$ cat src/rtl/lru_pkg.sv
// Shared constants and types for the four-entry LRU buffer tracker.
// A recency list is packed with slot0 (LRU) in the low bits, slot3 (MRU) in the high bits.
package lru_pkg;

    localparam int NUM_BUF = 4;
    localparam int BUF_W   = 2;

    typedef logic [BUF_W-1:0] buf_num_t;
    typedef buf_num_t [NUM_BUF-1:0] lru_list_t;

    localparam lru_list_t LRU_RESET_ORDER = {2'd3, 2'd2, 2'd1, 2'd0};

endpackage

$ cat src/rtl/lru_finder_list_update.sv
// Combinational next-list logic: moves the promoted buffer to MRU and closes the gap it leaves.
module lru_list_update
    import lru_pkg::*;
(
    input  lru_list_t list_i,
    input  buf_num_t  promote_i,
    output lru_list_t list_o
);

    logic seen;

    // NOTE: every variable gets a default at the top of the block so no path leaves it unassigned (no latch).
    always_comb begin
        seen   = 1'b0;
        list_o = list_i;
        for (int i = 0; i < NUM_BUF - 1; i++) begin
            seen = seen | (list_i[i] == promote_i);
            if (seen) begin
                list_o[i] = list_i[i + 1];
            end
        end
        list_o[NUM_BUF - 1] = promote_i;
    end

endmodule

$ cat src/rtl/lru_finder.sv
// LRU tracker for a four-buffer pool: references promote a buffer to MRU, requests grant and promote the LRU.
module lru_finder
    import lru_pkg::*;
(
    input  logic     clk,
    input  logic     rst_n,
    input  logic     new_buf_req,
    input  buf_num_t ref_buf_numbr,
    output buf_num_t buf_num_replc
);

    lru_list_t list_q, list_d;
    buf_num_t  replc_q, replc_d;
    buf_num_t  promote;

    // A request ignores ref_buf_numbr entirely, so an X there never reaches the list.
    assign promote = new_buf_req ? list_q[0] : ref_buf_numbr;
    assign replc_d = new_buf_req ? list_q[0] : replc_q;

    lru_list_update u_list_update (
        .list_i    (list_q),
        .promote_i (promote),
        .list_o    (list_d)
    );

    // NOTE: sequential state uses non-blocking assignments so every register samples pre-edge values.
    always_ff @(posedge clk or negedge rst_n) begin
        if (!rst_n) begin
            list_q  <= LRU_RESET_ORDER;
            replc_q <= '0;
        end else begin
            list_q  <= list_d;
            replc_q <= replc_d;
        end
    end

    assign buf_num_replc = replc_q;

endmodule

$ cat config.mk
export PLATFORM = sky130hd
export DESIGN_NAME = lru_finder
export DESIGN_NICKNAME = d
export VERILOG_FILES = /design/src/rtl/lru_pkg.sv /design/src/rtl/lru_finder_list_update.sv /design/src/rtl/lru_finder.sv
export SDC_FILE = /design/constraint.sdc
export NUM_CORES = 1
export LEC_CHECK = 0
export ABC_AREA = 1
export CORE_AREA = 2 2 39 41
export DETAILED_ROUTE_END_ITERATION = 8
export DIE_AREA = 0 0 41 43
export PLACE_DENSITY_LB_ADDON = 0.08
export SLEW_MARGIN = 20
export SYNTH_ARGS = -nofsm -noshare
export SYNTH_HDL_FRONTEND = slang
export SYNTH_SLANG_ARGS = --single-unit
$ cat constraint.sdc
create_clock -name clk -period 1.15 [get_ports clk]
set_clock_uncertainty 0.1 [all_clocks]
set_input_delay 0.115 -clock clk [delete_from_list [all_inputs] [get_ports clk]]
set_output_delay 0.115 -clock clk [all_outputs]
set_load 0.05 [all_outputs]
# After elaboration in Yosys (flattened, before gate mapping)
# Index checks and enable logic that the tools add are counted.
[op_classes]
n_eq_ne = 3
muxes = 1
n_bitwise = 2
[op_table]
columns = ["cell", "n"]
rows = [
  ["== test 2 bit", 3],
  ["2-to-1 mux 2 bit", 1],
  ["bitwise OR 1 bit", 2],
]
[word_totals]
reg_bits = 10
word_cells = 11

# Logic depth before layout (Yosys ltp)
[logic_depth]
ltp_word = 4
mapped_depth = 10
depth_no_buf = 10

# Modules after synthesis
# Synthesis repeated with hierarchy kept, for this count alone.
[unflattened]
hier_cells = 68
area_unflattened_um2 = 536.8
[by_module_without_submodules]
columns = ["mod", "instances", "cells_each", "area_per_inst_um2"]
rows = [
  ["lru_finder", 1, 21, 296.5],
  ["lru_list_update", 1, 47, 240.2],
]

# Worst setup path before layout
# OpenSTA, ideal clock, no wires.
[synth_path]
kind = "register to register"
from = "reg list_q[0] in the netlist's numbering"
to = "reg list_q[4] in the netlist's numbering"
setup_time_ps = 116
t_arrival_ps = 983
t_required_ps = 934
path_slack_ps = -49
path_stages_with_launch = 9
n_path_buf = 0
period_less_slack_ps = 1199
path_cell_list = "dfrtp_1 > nand2_1 > nand2_4 > nand2_1 > nand2_1 > nand2_1 > nand3_1 > nand2_1 > nand2_1"
[synth_lines]
columns = ["item", "line_no", "source"]
rows = [
  ["start, declared", "lru_finder.sv:12", "lru_list_t list_q, list_d;"],
  ["start signal, assigned", "lru_finder.sv:32", "list_q <= list_d;"],
]

# Worst setup path in the final report
[layout_path]
from = "reg list_q[2] in the netlist's numbering"
to = "reg list_q[4] in the netlist's numbering"
[layout_between]
elab_chain_cells = 3
[layout_lines]
columns = ["item", "line_no", "source"]
rows = [
  ["== test 2 bit", "lru_finder_list_update.sv:17", "seen = seen | (list_i[i] == promote_i);"],
  ["bitwise OR 1 bit (2 in a row)", "lru_finder_list_update.sv:17", ""],
]
# Every way passes these cells.
# A chain may end at the register's enable or synchronous reset.

==> flow_metrics.env <==
export IMPL_p_sw_mw=0.812
export IMPL_grt_overflow_total=0
export IMPL_ys_types=15
export IMPL_dpl_cell_area_um2=754
export IMPL_r2r_start="list_q[2]"
export IMPL_power_mw=2.03
export IMPL_drtIter0Drc=0
export IMPL_grt_max_degree=11
export IMPL_grt_pass1_vias=531
export IMPL_p_sw_share_pct=39.9
export IMPL_ys_warn_count=0
export IMPL_synth_edf_count=0
export IMPL_synthMostInstantiatedCell="nand2_1"
export IMPL_htreeDepth=1
export IMPL_end_kind="flop"
export IMPL_syn_avg_cell_area_um2=7.92
export IMPL_insertion_delay_ns=0.27
export IMPL_tns_ns=-0.223
export IMPL_layoutNonFillerInstCount=114
export IMPL_ys_seq_area_share_pct=46.0
export IMPL_synthesis_nets=75
export IMPL_wl_per_cell_um=11.8
export IMPL_max_vdd_ir_drop_mv=1.43
export IMPL_ant_nets=0
export IMPL_cts_hold_buf=0
export IMPL_die_w_um=41
export IMPL_crit_path_max_fanout=4
export IMPL_hold_class="input pin to asynchronous set/reset pin"
export IMPL_die_area_um2=1760
export IMPL_grt_use_total_pct=18.3
export IMPL_crit_type="flop to flop"
export IMPL_gp_congestion=0.725
export IMPL_hold_viol_final=0
export IMPL_drive_gt1_share_pct=55.1
export IMPL_dr_pass1_iters=1
export IMPL_leakage_nw=0.469
export IMPL_min_period_ns=1.22
export IMPL_syn_inst=70
export IMPL_synth_ff_type="dfrtp_1"
export IMPL_internal_power_mw=1.22
export IMPL_syn_cell_area_um2=554
export IMPL_power_frac_comb_pct=51.5
export IMPL_port_buffers=6
export IMPL_viasPerCell=4.61
export IMPL_clkTransAtPathRegs_ns=0.07
export IMPL_startpoint="list_q[2]"
export IMPL_async_flop_share_pct=100
export IMPL_dpl_hpwl_um=869
export IMPL_initial_core_util_pct=40.1
export IMPL_synth_area_leaders="dfrtp_1 (27%), dfstp_2 (19%), nand2_1 (18%)"
export IMPL_rsz0062_at_grt="yes"
export IMPL_status="finished, violations left"
export IMPL_cts_tree="built"
export IMPL_antenna_found_initial=0
export IMPL_drc=0
export IMPL_pre_cts_ws_ns=-0.417
export IMPL_power_density_nw_per_um2=2310
export IMPL_dp_cells=103
export IMPL_fp_dieH_um=43
export IMPL_core_um2=1380
export IMPL_io_pins=7
export IMPL_power_share_clock_pct=16.2
export IMPL_cts_root_buf="clkbuf_4"
export IMPL_worst_slew_pin_slew_ns=0.212
export IMPL_final_nets=104
export IMPL_synthToLayoutAreaGrowth_pct=58.9
export IMPL_required_ns=1.22
export IMPL_synthTopCellsByCount="nand2_1 (26), nand3_1 (9), dfrtp_1 (6), inv_1 (6), dfstp_2 (4)"
export IMPL_period_share_pct=106
export IMPL_final_area_um2=881
export IMPL_via_count=526
export IMPL_fin_ws_ns=-0.0723
export IMPL_fin_util_pct=63.7
export IMPL_synth_top_cell_area_share_pct=27.1
export IMPL_core_rowCount=14
export IMPL_worst_ep_arrival_time_ns=1.29
export IMPL_clk_path_buf_depth=2
export IMPL_fmax_ghz=0.818
export IMPL_hold_ws_ns=0.0209
export IMPL_synth_seq_cells=10
export IMPL_wl_um=1340
export IMPL_max_cap_violations=0
export IMPL_slew_headroom_pct=85.8
export IMPL_final_max_slew_violation_count=0
export IMPL_setup_violations=4
export IMPL_diodes=0
export IMPL_numCtsBuffers=3
export IMPL_synth_top_area_cell="dfrtp_1"
export IMPL_crit_path_start_kind="flop"
export IMPL_clock_sinks=10
export IMPL_failed_checks="setup timing"
export IMPL_seqPwrFrac_pct=32.3
export IMPL_grt_first_pass_wirelength_um=2130
==> final timing paths <==
path	endpoint	slack, ns	cells past startpoint
setup / recovery	list_q[4]	-0.07	7
hold / removal	buf_num_replc[1]	0.02	2
setup reg to reg	list_q[4]	-0.07	7
hold reg to reg	list_q[5]	0.35	2
max in group asynchronous	list_q[7]	0.70	2
min in group clk	buf_num_replc[1]	0.26	4
==> area by class of cell <==
class | instances | area (um2)
inverter | 7 | 28.8
tap | 16 | 20.0
timing repair buffer | 24 | 219
clock buffer | 4 | 36.3
multi-input combinational | 53 | 320
fill | 116 | 503
sequential | 10 | 256
==> registers in the layout, indices dropped and copies added, names as in the netlist <==
register	count
buf_num_replc	2
list_q	8
==> cell usage in the layout, fill, tap and decap left out, types with 4 or more instances in the layout <==
cell	count
nand3_2	6
nand2_1	19
nand2_4	4
nand3_1	5
dfstp_2	4
o21ai_1	4
buf_4	18
nand2_2	9
dfrtp_1	5
==> critical path: stages (launching register included) <==
cell and delay (ns):
dfstp_2 0.58, inv_2 0.06, nand3_2 0.06, nand2_2 0.05, nand3_2 0.07, nand3_2 0.09, nand2_1 0.07, nand2_1 0.04
==> routing by layer <==
metal	share of wire (%)	wire, um	track usage [%]	up-vias
met5	0	0	0	-
met3	2.9	39	3.14	5
met2	50	670	28.7	7
met4	2.3	31	10.0	0
li1	-	-	-	280
met1	45	599	22.3	234
==> kinds of logic (layout without fill, tap and decap cells) <==
family          after synthesis  count (layout)  share of synthesized area (%)
buf+inv                       7              35                           4.74
simple gates                 49              49                           45.6
flops                        10              10                           46.0
compound gates                4               4                           3.61
==> power by group through the flow <==
| stage | Sequential, mW | Combinational, mW | Clock, mW |
|---|---|---|---|
| after floorplan | 0.701 | 0.475 | 0 |
| after global placement | 0.651 | 0.882 | 0 |
| after CTS | 0.652 | 1.01 | 0.336 |
| after global routing | 0.675 | 1.16 | 0.350 |
| final | 0.657 | 1.05 | 0.330 |
| after detailed placement | 0.652 | 0.886 | 0 |
==> timing repair <==
| item | 4_1_cts | 5_1_grt |
|---|---|---|
| buffers inserted | 6 | 1 |
| endpoints found under the setup margin | 6 | 6 |
| pin swaps | 12 | 8 |
| gates resized for setup | 7 | 10 |
Note: power is estimated with default switching activity, not from simulation.
